File: config.mk
export PLATFORM = sky130hd
export DESIGN_NAME = bfp16_accum
export DESIGN_NICKNAME = d
export VERILOG_FILES = /design/src/rtl/bfp16_accum.sv
export SDC_FILE = /design/constraint.sdc
export NUM_CORES = 1
export LEC_CHECK = 0
export BUFFER_PORTS_ARGS = -buffer_cell sky130_fd_sc_hd__buf_2
export CELL_PAD_IN_SITES_DETAIL_PLACEMENT = 1
export CELL_PAD_IN_SITES_GLOBAL_PLACEMENT = 2
export CORE_AREA = 2 2 136 138
export CTS_BUF_LIST = sky130_fd_sc_hd__clkbuf_16
export CTS_CLUSTER_SIZE = 14
export DETAILED_ROUTE_END_ITERATION = 7
export DIE_AREA = 0 0 138 140
export GPL_ROUTABILITY_DRIVEN = 0
export HOLD_SLACK_MARGIN = 0.1
export MAX_ROUTING_LAYER = met4
export PLACE_DENSITY_LB_ADDON = 0.1
export SYNTH_ARGS = -nofsm -noshare
export SYNTH_HDL_FRONTEND = slang
export SYNTH_SLANG_ARGS = --single-unit
export TNS_END_PERCENT = 5
File: constraint.sdc
create_clock -name clk -period 28.9 [get_ports clk]
set_input_delay 2.89 -clock clk [delete_from_list [all_inputs] [get_ports clk]]
set_output_delay 2.89 -clock clk [all_outputs]
set_load 0.03 [all_outputs]
File: src/rtl/bfp16_accum.sv
// bfp16_accum: BFP16 (1/8/7) running-sum stage behind the PE multiplier.
// One result per dot product (closed by in_last), valid/ready on both sides.
// Optional: define BFP16_ACCUM_RNE_EN for round-to-nearest-even; the
// default build truncates toward zero.
module bfp16_accum #(
  parameter int BIAS  = 127,
  parameter int GUARD = 3
) (
  input  logic        clk,
  input  logic        rst,
  input  logic [15:0] in_data,
  input  logic        in_valid,
  input  logic        in_last,
  output logic        in_ready,
  output logic [15:0] out_data,
  output logic        out_valid,
  input  logic        out_ready
);

  localparam int SW  = 8 + GUARD;        // hidden 1 + 7 fraction + guard bits
  localparam int LZW = $clog2(SW + 1);
  localparam logic signed [9:0] EMAX = 10'(2 * BIAS);

  typedef enum logic {ACCUM, HOLD} state_t;

  state_t      state, state_nxt;
  logic [15:0] acc;
  logic [15:0] sum_res;
  logic        accept;

  // add datapath signals (acc is operand a, in_data is operand b)
  logic          a_nan, b_nan, a_inf, b_inf;
  logic [SW-1:0] ma, mb, m_big, m_sml, m_al, sh_mask;
  logic [7:0]    e_big, e_diff;
  logic          s_big, s_sml, s_res;
  logic [SW:0]   mag;
  logic [SW-1:0] mn;
  logic signed [9:0] e_n;
  logic [LZW-1:0] lz;
  logic          lz_found;
  logic [6:0]    frac;
`ifdef BFP16_ACCUM_RNE_EN
  logic          rnd_up;
  logic [8:0]    mant;
`else
  logic          unused_grs;
`endif

  assign out_valid = (state == HOLD);
  assign in_ready  = !out_valid || out_ready;
  assign accept    = in_valid && in_ready;

  // single-cycle BFP16 add: align, add/sub, normalise, round, specials
  always_comb begin
    a_nan = (&acc[14:7]) && (|acc[6:0]);
    b_nan = (&in_data[14:7]) && (|in_data[6:0]);
    a_inf = (&acc[14:7]) && !(|acc[6:0]);
    b_inf = (&in_data[14:7]) && !(|in_data[6:0]);
    // exponent 0 (zero or subnormal) flushes to a zero significand
    ma = (acc[14:7] == 8'd0)     ? '0 : {1'b1, acc[6:0], {GUARD{1'b0}}};
    mb = (in_data[14:7] == 8'd0) ? '0 : {1'b1, in_data[6:0], {GUARD{1'b0}}};
    if (acc[14:7] >= in_data[14:7]) begin
      m_big = ma; e_big = acc[14:7]; s_big = acc[15];
      m_sml = mb; s_sml = in_data[15];
      e_diff = acc[14:7] - in_data[14:7];
    end else begin
      m_big = mb; e_big = in_data[14:7]; s_big = in_data[15];
      m_sml = ma; s_sml = acc[15];
      e_diff = in_data[14:7] - acc[14:7];
    end
    // shifted-out bits collapse into the sticky LSB
    sh_mask = ~({SW{1'b1}} << e_diff);
    if (e_diff >= 8'(SW))
      m_al = {{(SW-1){1'b0}}, |m_sml};
    else
      m_al = (m_sml >> e_diff) | {{(SW-1){1'b0}}, |(m_sml & sh_mask)};
    if (s_big == s_sml) begin
      mag = {1'b0, m_big} + {1'b0, m_al};
      s_res = s_big;
    end else if (m_big >= m_al) begin
      mag = {1'b0, m_big - m_al};
      s_res = s_big;
    end else begin
      mag = {1'b0, m_al - m_big};
      s_res = s_sml;
    end
    lz = '0;
    lz_found = 1'b0;
    for (int i = SW - 1; i >= 0; i--) begin
      if (!lz_found && mag[i]) begin
        lz = LZW'(SW - 1 - i);
        lz_found = 1'b1;
      end
    end
    e_n = $signed({2'b00, e_big});
    if (mag[SW]) begin
      mn  = mag[SW:1] | {{(SW-1){1'b0}}, mag[0]};
      e_n = e_n + 10'sd1;
    end else begin
      mn  = mag[SW-1:0] << lz;
      e_n = e_n - $signed({{(10-LZW){1'b0}}, lz});
    end
`ifdef BFP16_ACCUM_RNE_EN
    rnd_up = mn[GUARD-1] & (mn[GUARD-2] | (|mn[GUARD-3:0]) | mn[GUARD]);
    mant   = {1'b0, mn[SW-1:GUARD]} + {8'd0, rnd_up};
    if (mant[8]) begin
      e_n  = e_n + 10'sd1;
      frac = '0;
    end else begin
      frac = mant[6:0];
    end
`else
    frac = mn[SW-2:GUARD];
    unused_grs = ^{mn[SW-1], mn[GUARD-1:0]};
`endif
    if (a_nan || b_nan || (a_inf && b_inf && (acc[15] != in_data[15])))
      sum_res = 16'h7FC0;
    else if (a_inf)
      sum_res = acc;
    else if (b_inf)
      sum_res = in_data;
    else if (mag == '0)
      sum_res = 16'h0000;
    else if (e_n > EMAX)
      sum_res = {s_res, 15'h7F80};
    else if (e_n < 10'sd1)
      sum_res = 16'h0000;
    else
      sum_res = {s_res, e_n[7:0], frac};
  end

  // next state: a last beat always (re)loads HOLD; drain returns to ACCUM
  always_comb begin
    state_nxt = state;
    case (state)
      ACCUM: if (accept && in_last) state_nxt = HOLD;
      HOLD: begin
        if (accept && in_last) state_nxt = HOLD;
        else if (out_ready)    state_nxt = ACCUM;
      end
      default: state_nxt = ACCUM;
    endcase
  end

  // state, accumulator and result registers
  always_ff @(posedge clk) begin
    if (rst) begin
      state    <= ACCUM;
      acc      <= 16'h0000;
      out_data <= 16'h0000;
    end else begin
      state <= state_nxt;
      if (accept) begin
        if (in_last) begin
          out_data <= sum_res;
          acc      <= 16'h0000;
        end else begin
          acc <= sum_res;
        end
      end
    end
  end

endmodule

# == Word level (Yosys, flattened, before mapping) ==
# Index checks and enable logic that the tools add are counted.
# word_totals
reg_bits,33
latchBits,0
ram_bits,0
romBits,0
inputBits,21
out_inout_bits,18
wordCells,115
n_memories,0
# classes
add_sub_neg,7
multipliers,0
div_mod_pow,0
magnitude_cmp,5
n_eq_ne,2
shifts,3
n_mux,46
bitwise_logic,5
reduce_logical,44
# ops
cell,count
16-bit two-way mux,7
11-bit two-way mux,6
4-bit two-way mux,9
11-bit OR reduction,2
11-bit subtractor,2
10-bit two-way mux,2
1-bit logical AND,18
1-bit two-way mux,18
8-bit logical NOT,2
8-bit two-way mux,2
8-bit AND reduction,2
8-bit subtractor,2
7-bit OR reduction,2
1-bit logical NOT,13
11-bit by 11-bit adder with 12-bit output,1
12-bit logical NOT,1
12-bit two-way mux,1
11-bit bitwise AND,1
11-bit greater-or-equal comparator,1
11-bit NOT,1
11-bit by 1-bit bitwise OR with 11-bit output,1
11-bit by 4-bit left shift with 10-bit output,1
"11-bit by 8-bit left shift with 11-bit output, first input constant",1
11-bit by 8-bit right shift with 11-bit output,1
13 further kinds,15

# == Logic depth before layout (Yosys ltp) ==
# Gate-level depths: netlist (run 1).
# depth
ltp_word,52
ltp_mapped,42
mapped_depth_nobuf,40

# == Least setup slack after synthesis (run 1) ==
# OpenSTA, ideal clock, no wires.
# synth_path
kind,in2reg
start,input port in_data[7]
end,register acc[8]
setup_time_ns,0.122
arrival_ns,10.982
required_ns,28.778
path_slack_ns,17.796
path_stages,37
path_buffers,0
cell_sequence,ha_1 > inv_1 > fa_1 > nand3_1 > a31oi_4 > nor2_2 > mux2i_4 > o21ai_1 > a2111oi_4 > nand2_1 > a211o_1 > ha_1 > a21o_1 > nand2_1 > nand2b_1 > a21oi_1 > o21ai_0 > a21o_1 > a21oi_1 > and3_4 > o311ai_1 > o211ai_1 > xor2_2 > o22ai_1 > o21ai_1 > clkinv_1 > ha_1 > fa_1 > nand2b_1 > and3_1 > o2111ai_1 > a21oi_1 > o21a_1 > a2111oi_2 > a41oi_2 > a21boi_1 > a221o_1
# synth_via
elab_chain_cells,52
word_cells_on_any_way,87
cone_classes,add/sub: 7; order compare: 5; eq/ne: 1; shift: 2; mux: 38; bitwise: 3; reduce/logical: 31
# synth_lines
element,line_no,rtl
start: declaration,11,"input logic [15:0] in_data,"
"8-bit subtractor, or another cell as far along",69,e_diff = in_data[14:7] - acc[14:7];
8-bit two-way mux,62,if (acc[14:7] >= in_data[14:7]) begin
11-bit by 8-bit left shift with 11-bit output,72,sh_mask = ~({SW{1'b1}} << e_diff);
11-bit NOT,72,
11-bit bitwise AND,76,"m_al = (m_sml >> e_diff) | {{(SW-1){1'b0}}, |(m_sml & sh_mask)};"
11-bit OR reduction,76,
11-bit by 1-bit bitwise OR with 11-bit output,76,
11-bit two-way mux,73,if (e_diff >= 8'(SW))
[... 36 more ...],n/a,
10-bit by 2-bit less-than comparator with 1-bit output,126,else if (e_n < 10'sd1)
16-bit two-way mux,126,
16-bit two-way mux,124,else if (e_n > EMAX)
16-bit two-way mux,122,else if (mag == '0)
16-bit two-way mux,120,else if (b_inf)
16-bit two-way mux,118,else if (a_inf)
16-bit two-way mux *,116,if (a_nan || b_nan || (a_inf && b_inf && (acc[15] != in_data[15])))
16-bit two-way mux *,154,if (in_last) begin
end signal: assignment,158,acc <= sum_res;
end: declaration,27,logic [15:0] acc;
# Mark *: on every way between the ends. The rest lies on a longest branch, timed or not.
# A chain may end at the register's enable or synchronous reset.

# == Worst setup path in the final report (run 1) ==
# layout_path
start,input port in_data[10]
end,register acc[8]
# Same word-level chain as after synthesis.

==> results of run 1 <==
per-stage QoR:
stage | hold slack [ps] | setup WS [ps] | total power (W) | util | instances
after floorplan | 447 | 17800 | 0.000226 | - | 838
after global placement | 477 | 16010 | 0.000285 | 0.359 | 1066
after detailed placement | 474 | 15610 | 0.000287 | 0.359 | 1066
after CTS | 503 | 15820 | 0.000339 | 0.367 | 1074
after global routing | 527 | 14890 | 0.000365 | 0.367 | 1074
final | 505 | 15760 | 0.000341 | 0.367 | 1074
final cells by class:
class	instances	area share
Tap cell	229	0.0439
Clock buffer	5	0.0192
Multi-Input combinational cell	713	0.772
Inverter	49	0.0282
Clock inverter	3	0.00211
Timing Repair Buffer	42	0.0337
Sequential cell	33	0.101
final timing paths:
kind	endpoint	start	slack, ps
worst max-delay path	acc[8]$_SDFFE_PP0P_	in_data[10]	15760
worst min-delay path	acc[2]$_SDFFE_PP0P_	acc[2]$_SDFFE_PP0P_	510
worst max register to register	acc[8]$_SDFFE_PP0P_	acc[7]$_SDFFE_PP0P_	18080
worst min register to register	acc[2]$_SDFFE_PP0P_	acc[2]$_SDFFE_PP0P_	510
worst reg2reg max path, delay by kind of cell (launching register included):
family | cells | cell delay [ps]
xor gates and xnor gates | 1 | 220
buffers and inverters | 3 | 500
muxes | 1 | 380
DFF | 1 | 460
AOI/OAI and AO/OA | 20 | 5660
and+or+nand+nor | 8 | 1860
adders and majority gates | 5 | 1640
report_power, final:
group	switching, W	internal (W)
Combinational	0.000156	0.0000789
Sequential	0.00000562	0.0000503
Clock	0.0000189	0.0000312
registers in the layout, indices dropped and copies added (netlist names):
signal / count
acc: 16
out_data: 16
out_valid: 1
metal layers:
| layer | vias up | track usage |
|---|---|---|
| li1 | 3150 | - |
| met1 | 3273 | 0.326 |
| met2 | 140 | 0.424 |
| met3 | 20 | 0.0144 |
| met4 | 0 | 0.0392 |
| met5 | - | - |
cell usage in the layout, fill, tap and decap left out, types with 8 or more instances in the layout:
| master | netlist | final |
|---|---|---|
| a211oi_1 | 12 | 12 |
| a21o_1 | 15 | 15 |
| a21oi_1 | 70 | 70 |
| a221oi_1 | 8 | 8 |
| a31oi_1 | 14 | 14 |
| and2_1 | 8 | 8 |
| and3_1 | 8 | 8 |
| buf_2 | 6 | 38 |
| dfxtp_1 | 33 | 33 |
| ha_1 | 43 | 43 |
| inv_1 | 47 | 48 |
| mux2_2 | 8 | 8 |
| mux2i_1 | 16 | 16 |
| nand2_1 | 89 | 89 |
| nand2b_1 | 15 | 15 |
| nand3_1 | 31 | 31 |
| nand4_1 | 13 | 13 |
| nor2_1 | 79 | 79 |
| nor3_1 | 16 | 16 |
| o211ai_1 | 11 | 11 |
| o21a_1 | 8 | 8 |
| o21ai_0 | 34 | 34 |
| o21bai_1 | 10 | 10 |
| o31ai_1 | 12 | 12 |
| or3_1 | 11 | 11 |
| xnor2_1 | 10 | 10 |
| xor2_1 | 10 | 10 |
kinds of logic (layout without fill, tap and decap cells):
group | after synthesis | after routing | share of synthesized area
compound gates | 287 | 287 | 0.342
xor+xnor | 24 | 24 | 0.0400
fa+ha+maj | 48 | 48 | 0.103
buf+inv | 92 | 99 | 0.0761
flops | 33 | 33 | 0.107
mux | 31 | 31 | 0.0659
simple gates | 323 | 323 | 0.266
==> impl_metrics.yaml, run 1 <==
worst_setup_path:
  critPathArrivalTime_ps: 13300
  cp_max_fo: 39
  path_delay_family: "compound AO/OA/AOI/OAI gates"
  critPathCaptureType: "flip-flop"
  cp_num_buf_inv: 3
  crit_slowest_cell: "nand2_2"
  r2r_cells: 38
  cp_num_cells: 37
  worstSetupPathType: "in -> reg"
  max_stage_delay_ps: 660
  crit_required_ps: 29060
  startpoint_type: "primary input"
layout:
  diodes: 0
  area_delta_synth_final_pct: 5.84
  regArea_um2: 661
  final_nets: 913
  stdcell_area_um2: 6530
  fillers: 2245
  multiInputGateArea_um2: 5040
  drive_above_1_share: 0.135
floorplan:
  row_count: 49
  io_pins: 39
  core-area_um2: 17800
  fp.dieW_um: 138
  dieArea_um2: 19300
  die_y_um: 140
  floorplan.initialDensity: 0.347
sta:
  clock_skew_ps: 3.85
  worst_pin_slew_ps: 1050
  period_minus_slack_ps: 13140
  drv_slew: 0
  period_share: 0.455
  setup_viol: 0
  hold_viol_final: 0
  slew_headroom: 0.303
  rsz0062_at_grt: "no"
  fmax_mhz: 76.1
  finalSetupTns_ps: 0
synth:
  syn-cell-area_um2: 6170
  synth-async-reset-ratio: 0
  netlist_top_cells_area: "dfxtp_1 11%, ha_1 8.7%, a21oi_1 5.7%, nand2_1 5.4%, nor2_1 4.8%"
  postSynthNetCount: 907
  synth_seq_cells: 33
  yosys.area.top_type_share: 0.107
  synth_top_area_cell: "dfxtp_1"
  netlist_instances: 838
  synth_commonest_cells: "89 x nand2_1, 79 x nor2_1, 70 x a21oi_1"
  ys.flop_type: "dfxtp_1"
  yosysWarnings: 0
  synth-edff-count: 0
  synth_most_common_cell: "nand2_1"
  synth.avg_cell_area_um2: 7.36
  synth_seq_area_share: 0.107
  synth.distinct_cells: 118
drt:
  met1_length_um: 11200
  highest_layer: "met4"
  wl_met3_um: 692
  dr.pass1.iters: 5
  avgViaCountPerCell: 6.13
  postRouteAntennaNets: 0
  drt-initial-drc-count: 587
  routedWlPerCell_um: 21.9
  wl_um: 23500
  met2_length_um: 11400
  via_count: 6583
  drc: 0
clock_network:
  cts_tree: "done"
  clock_latency_ps: 280
  cts_buffers: 5
  cts_hold_buffers: 0
  numClockSinks: 33
  clockBufferDepth: 2
  htree_num_levels: 2
  cts_resized: 0
  path_clk_slew_ps: 50
  cts_setup_buffers: 0
  root_buffer: "clkbuf_16"
power_and_ir_drop:
  p_leak_nw: 2.62
  ir_drop_mv: 0.0351
  powerDensity_nw_per_um2: 52.2
grt:
  grt_max_degree: 40
  antenna_found_initial: 0
  overflow: 0
  grt_pass1_wl_um: 37900
  grt_pass1_vias: 6726
  track_usage: 0.246
worst_hold_path:
  min_path_cells: 2
  hold_class: "reg -> reg"
run:
  cap_violations: 0
placed_design:
  portBuffers: 38
  dpl.hpwl_um: 19200
  dpl_cell_area_um2: 6390
run_status:
  outcome: "finished, final reports clean"
No activity file was read; power rests on OpenSTA's default activity.
==> inputs of run 2 (changes only) <==
Settings changed: ABC_AREA from default to 1, CORE_AREA 2 2 136 138 to 2 2 140 142, DIE_AREA 0 0 138 140 to 0 0 142 144.
Clock period 28.9 ns to 12.6 ns, I/O delays scaled along.
==> run 2 against run 1 <==
Effect of this change:
- power rose by 140%
- hold slack got worse by 4.4 ps
- sequential share of layout area fell by 0.13 points
- sequential power rose by 120%
- clock skew rose by 1.5 ps
- non-clock buffer count fell by 1
- critical path depth rose by 13
- critical path type unchanged
- critical endpoint is now acc[2]$_SDFFE_PP0P_
- largest power group unchanged
==> impl_metrics.yaml, run 2 <==
synth:
  synth_most_common_cell: "nand2_1"
  synth.distinct_cells: 53
  postSynthNetCount: 1139
  synth.avg_cell_area_um2: 5.71
  yosys.area.top_type_share: 0.188
  synth-async-reset-ratio: 0
  netlist_instances: 1070
  ys.flop_type: "dfxtp_1"
  synth_top_area_cell: "nand2_1"
  netlist_top_cells_area: "nand2_1 19%, dfxtp_1 11%, nand3_1 10%, ha_1 8.8%, inv_1 8.8%"
  yosysWarnings: 0
  synth-edff-count: 0
  synth_commonest_cells: "306 x nand2_1, 143 x inv_1, 125 x nand3_1"
  synth_seq_area_share: 0.108
  syn-cell-area_um2: 6110
  synth_seq_cells: 33
worst_setup_path:
  path_delay_family: "simple AND/OR/NAND/NOR gates"
  crit_required_ps: 12800
  critPathArrivalTime_ps: 9830
  startpoint: "in_data[13]"
  startpoint_type: "primary input"
  crit_slowest_cell: "ha_1"
  crit_top_cell: "nand2_1"
  worstSetupPathType: "in -> reg"
  cp_max_fo: 39
  cp_num_buf_inv: 10
  max_stage_delay_ps: 460
  reg2reg_from: "acc[7]$_SDFFE_PP0P_"
  critPathCaptureType: "flip-flop"
sta:
  setup_viol: 0
  setup_slack_ps: 2970
  period_minus_slack_ps: 9630
  holdWs_ps: 501
  finalSetupTns_ps: 0
  rsz0062_at_grt: "no"
  slew_headroom: 0.235
  fmax_mhz: 104
  worst_pin_slew_ps: 1130
  drv_slew: 0
  clock_skew_ps: 5.38
  hold_viol_final: 0
  period_share: 0.764
layout:
  stdcell_area_um2: 6610
  diodes: 0
  post-route-util: 0.347
  final_cell_mix: "306 x nand2_1, 144 x inv_1, 125 x nand3_1"
  final_common_cell: "nand2_1"
  final_nets: 1157
  regArea_um2: 661
  area_delta_synth_final_pct: 8.17
  drive_above_1_share: 0.118
  multiInputGateArea_um2: 4680
  fillers: 2612
floorplan:
  dieArea_um2: 20400
  row_count: 51
  core-area_um2: 19100
  floorplan.initialDensity: 0.320
  fp.dieW_um: 142
  io_pins: 39
  die_y_um: 144
clock_network:
  cts_tree: "done"
  path_clk_slew_ps: 50
  cts_setup_buffers: 0
  clock_latency_ps: 280
  numClockSinks: 33
  cts_buffers: 5
  htree_num_levels: 2
  cts_hold_buffers: 0
  clockBufferDepth: 2
  root_buffer: "clkbuf_16"
  cts_resized: 0
drt:
  avgViaCountPerCell: 5.17
  wl_met3_um: 397
  drt-initial-drc-count: 309
  postRouteAntennaNets: 0
  via_count: 6858
  wl_um: 22800
  highest_layer: "met4"
  routedWlPerCell_um: 17.2
  drc: 0
  met1_length_um: 11800
  dr.pass1.iters: 5
  met2_length_um: 10400
power_and_ir_drop:
  p_comb_frac: 0.679
  ir_drop_mv: 0.0557
  power_switching_w: 0.000443
  powerDensity_nw_per_um2: 123
  p_leak_nw: 3.49
  power_switching_share: 0.543
  p_clk_frac: 0.168
  power_frac_seq: 0.153
  p_int_w: 0.000373
grt:
  track_usage: 0.235
  overflow: 0
  antenna_found_initial: 0
  grt_pass1_vias: 6865
  grt_max_degree: 40
  grt_pass1_wl_um: 37400
run:
  cap_violations: 0
placed_design:
  portBuffers: 38
  dpl_cell_area_um2: 6450
  dpl.hpwl_um: 19000
  dp_slack_ps: 2760
worst_hold_path:
  hold_class: "reg -> reg"
  worstHoldStart: "acc[5]$_SDFFE_PP0P_"
run_status:
  outcome: "finished, final reports clean"
run 2: cells by family after synthesis:
kind of cell | after synthesis | share of synthesized area
AOI/OAI and AO/OA | 153 | 0.144
xor gates and xnor gates | 21 | 0.0313
adders and majority gates | 48 | 0.104
buffers and inverters | 190 | 0.127
DFF | 33 | 0.108
muxes | 2 | 0.00328
and+or+nand+nor | 623 | 0.483
run 2: metrics by stage:
step | power, W | instances
after floorplan | 0.000540 | 1070
after global placement | 0.000683 | 1319
after detailed placement | 0.000678 | 1319
after CTS | 0.000817 | 1327
after global routing | 0.000897 | 1327
final | 0.000816 | 1327
run 2: layer usage:
layer	GRT usage	vias up
li1	-	3514
met3	0.0142	15
met4	0.0295	0
met2	0.382	88
met5	-	-
met1	0.330	3241
run 2: worst paths after layout:
check / to / slack, ps / depth (start not counted)
max reg2reg: acc[2]$_SDFFE_PP0P_ / 3640 / 51
min: acc[5]$_SDFFE_PP0P_ / 500 / 2
min reg2reg: acc[5]$_SDFFE_PP0P_ / 500 / 2
max: acc[2]$_SDFFE_PP0P_ / 2970 / 50
run 2: layout make-up:
cell class,count,share of cell area
clock buffers,5,0.0189
flip-flops and latches,33,0.0999
repair buffers,41,0.0322
well taps,238,0.0450
multi-input cells,847,0.707
inverters,160,0.0908
clock inverters,3,0.00568
run 2: worst register-to-register path: cells and delay by family, from the launching register on:
family | cells | cell delay (ps)
fa+ha+maj | 4 | 1360
simple gates | 32 | 4280
compound gates | 6 | 1510
flops | 1 | 380
buf+inv | 9 | 1350
run 2: power by group through the flow:
stage	logic, W	clock network, W	registers [W]
2_1_floorplan	0.000407	0	0.000133
3_3_place_gp	0.000556	0	0.000127
3_5_place_dp	0.000551	0	0.000127
4_1_cts	0.000554	0.000138	0.000125
5_1_grt	0.000626	0.000144	0.000127
6_report	0.000554	0.000137	0.000125
==> inputs of run 3 (changes only) <==
Settings changed: ABC_AREA 1 to 0, CORE_AREA 2 2 140 142 to 2 2 136 138, DIE_AREA 0 0 142 144 to 0 0 138 140.
Clock period 12.6 ns to 9.9 ns, I/O delays scaled along.
==> run 3 against run 2 <==
Effect of this change:
- worst setup slack got worse by 2400 ps
- largest power group unchanged
- sequential share of layout area shrank 0.39 points
- clock skew fell by 3.9 ps
- die area fell by 5.5%
- core utilization grew 4.1 points
- non-clock buffer count increased by 38
- register-to-register slack worse by 2700 ps
- sequential cell count did not move
- clock power rose by 9%
- final cell count is 16% lower
- hold slack worse by 5.2 ps
==> impl_metrics.yaml, run 3 (synthesis gave the netlist of run 1 again) <==
run_status:
  outcome: "finished, final reports clean"
placed_design:
  portBuffers: 38
  dp_slack_ps: -284
  dpl.hpwl_um: 20200
  dp_cells: 1100
sta:
  setup_viol: 0
  period_minus_slack_ps: 9330
  holdWs_ps: 496
  worst_pin_slew_ps: 980
  rsz0062_at_grt: "no"
  clock_skew_ps: 1.52
  hold_viol_final: 0
  slew_headroom: 0.342
  fmax_mhz: 107
  setup_slack_ps: 566
  period_share: 0.943
  drv_slew: 0
worst_setup_path:
  critPathArrivalTime_ps: 9520
  cp_num_buf_inv: 4
  max_stage_delay_ps: 530
  critPathCaptureType: "flip-flop"
  crit_slowest_cell: "mux4_2"
  r2r_cells: 37
  cp_num_cells: 37
  path_delay_family: "compound AO/OA/AOI/OAI gates"
  startpoint_type: "primary input"
  cp_max_fo: 11
  crit_required_ps: 10090
  worstSetupPathType: "in -> reg"
layout:
  stdcell_count: 1111
  drive_above_1_share: 0.185
  final_cell_mix: "89 x nand2_1, 78 x nor2_1, 69 x a21oi_1"
  diodes: 0
  final_common_cell: "nand2_1"
  area_delta_synth_final_pct: 11.6
  final_nets: 950
drt:
  drt-initial-drc-count: 501
  dr.pass1.iters: 5
  drc: 0
  wl_um: 24800
  routedWlPerCell_um: 22.4
  avgViaCountPerCell: 6.14
  postRouteAntennaNets: 0
  via_count: 6824
clock_network:
  cts_tree: "done"
  numClockSinks: 33
  clockBufferDepth: 2
  cts_hold_buffers: 0
  root_buffer: "clkbuf_16"
  cts_buffers: 5
  clock_latency_ps: 280
  path_clk_slew_ps: 50
  htree_num_levels: 2
floorplan:
  fp.dieW_um: 138
  row_count: 49
  core-area_um2: 17800
  io_pins: 39
  die_y_um: 140
  dieArea_um2: 19300
  floorplan.initialDensity: 0.347
worst_hold_path:
  hold_class: "reg -> reg"
  min_path_cells: 2
grt:
  track_usage: 0.258
  grt_pass1_vias: 6915
  grt_pass1_wl_um: 39200
  overflow: 0
  grt_max_degree: 27
  antenna_found_initial: 0
run:
  cap_violations: 0
power_and_ir_drop:
  p_leak_nw: 2.82
  ir_drop_mv: 0.108
  powerDensity_nw_per_um2: 154
## run 3: changes by cell type in the layout (fill, tap and decap cells not counted), sizes merged, moves of 19 or more
cell,delta
a21o,+19
buf,+38
inv,-110
nand2,-241
nand3,-106
nand4,-19
o21ai,-24
## run 3: routing by layer
metal | track usage | share of wire
met1 | 0.332 | 0.46
met2 | 0.426 | 0.47
met3 | 0.0311 | 0.041
met4 | 0.0747 | 0.027
met5 | - | 0
## run 3: cell type report
class / instances / area [µm²]
Clock buffer: 5 / 125
Clock inverter: 3 / 13.8
Fill cell: 2247 / 10900
Inverter: 49 / 184
Multi-Input combinational cell: 713 / 5110
Sequential cell: 33 / 661
Tap cell: 229 / 287
Timing Repair Buffer: 79 / 498
## run 3: final timing paths
| path | slack (ps) | startpoint | to |
|---|---|---|---|
| max | 570 | in_data[7] | out_data[2]$_SDFFE_PP0P_ |
| min | 500 | out_data[3]$_SDFFE_PP0P_ | out_data[3]$_SDFFE_PP0P_ |
| max reg2reg | 920 | acc[7]$_SDFFE_PP0P_ | out_data[2]$_SDFFE_PP0P_ |
| min reg2reg | 500 | out_data[3]$_SDFFE_PP0P_ | out_data[3]$_SDFFE_PP0P_ |
## run 3: repair_timing
| item | 4_1_cts | 5_1_grt |
|---|---|---|
| endpoints found under the setup margin | 2 | 26 |
| resized for setup | 1 | 16 |
| setup buffers | 0 | 3 |
## run 3: power breakdown
part	internal [W]	switching (W)
Clock	0.0000913	0.0000588
Combinational	0.000267	0.000480
Sequential	0.000147	0.0000163
Total	0.000505	0.000555
## run 3: metrics by stage
| stage | util | area (µm²) | setup TNS (ps) | power, W |
|---|---|---|---|---|
| after floorplan | - | 6170 | 0 | 0.000661 |
| after global placement | 0.374 | 6640 | 0 | 0.000874 |
| after detailed placement | 0.374 | 6640 | -2960 | 0.000883 |
| after CTS | 0.382 | 6790 | 0 | 0.00103 |
| after global routing | 0.387 | 6880 | 0 | 0.00113 |
| final | 0.387 | 6880 | 0 | 0.00106 |
## run 3: worst register-to-register path: cells and delay by family (launching register included)
kind	cells	cell delay, ps
flops	1	420
mux	2	840
buf+inv	4	550
fa+ha+maj	4	1050
simple gates	11	2120
compound gates	16	3890
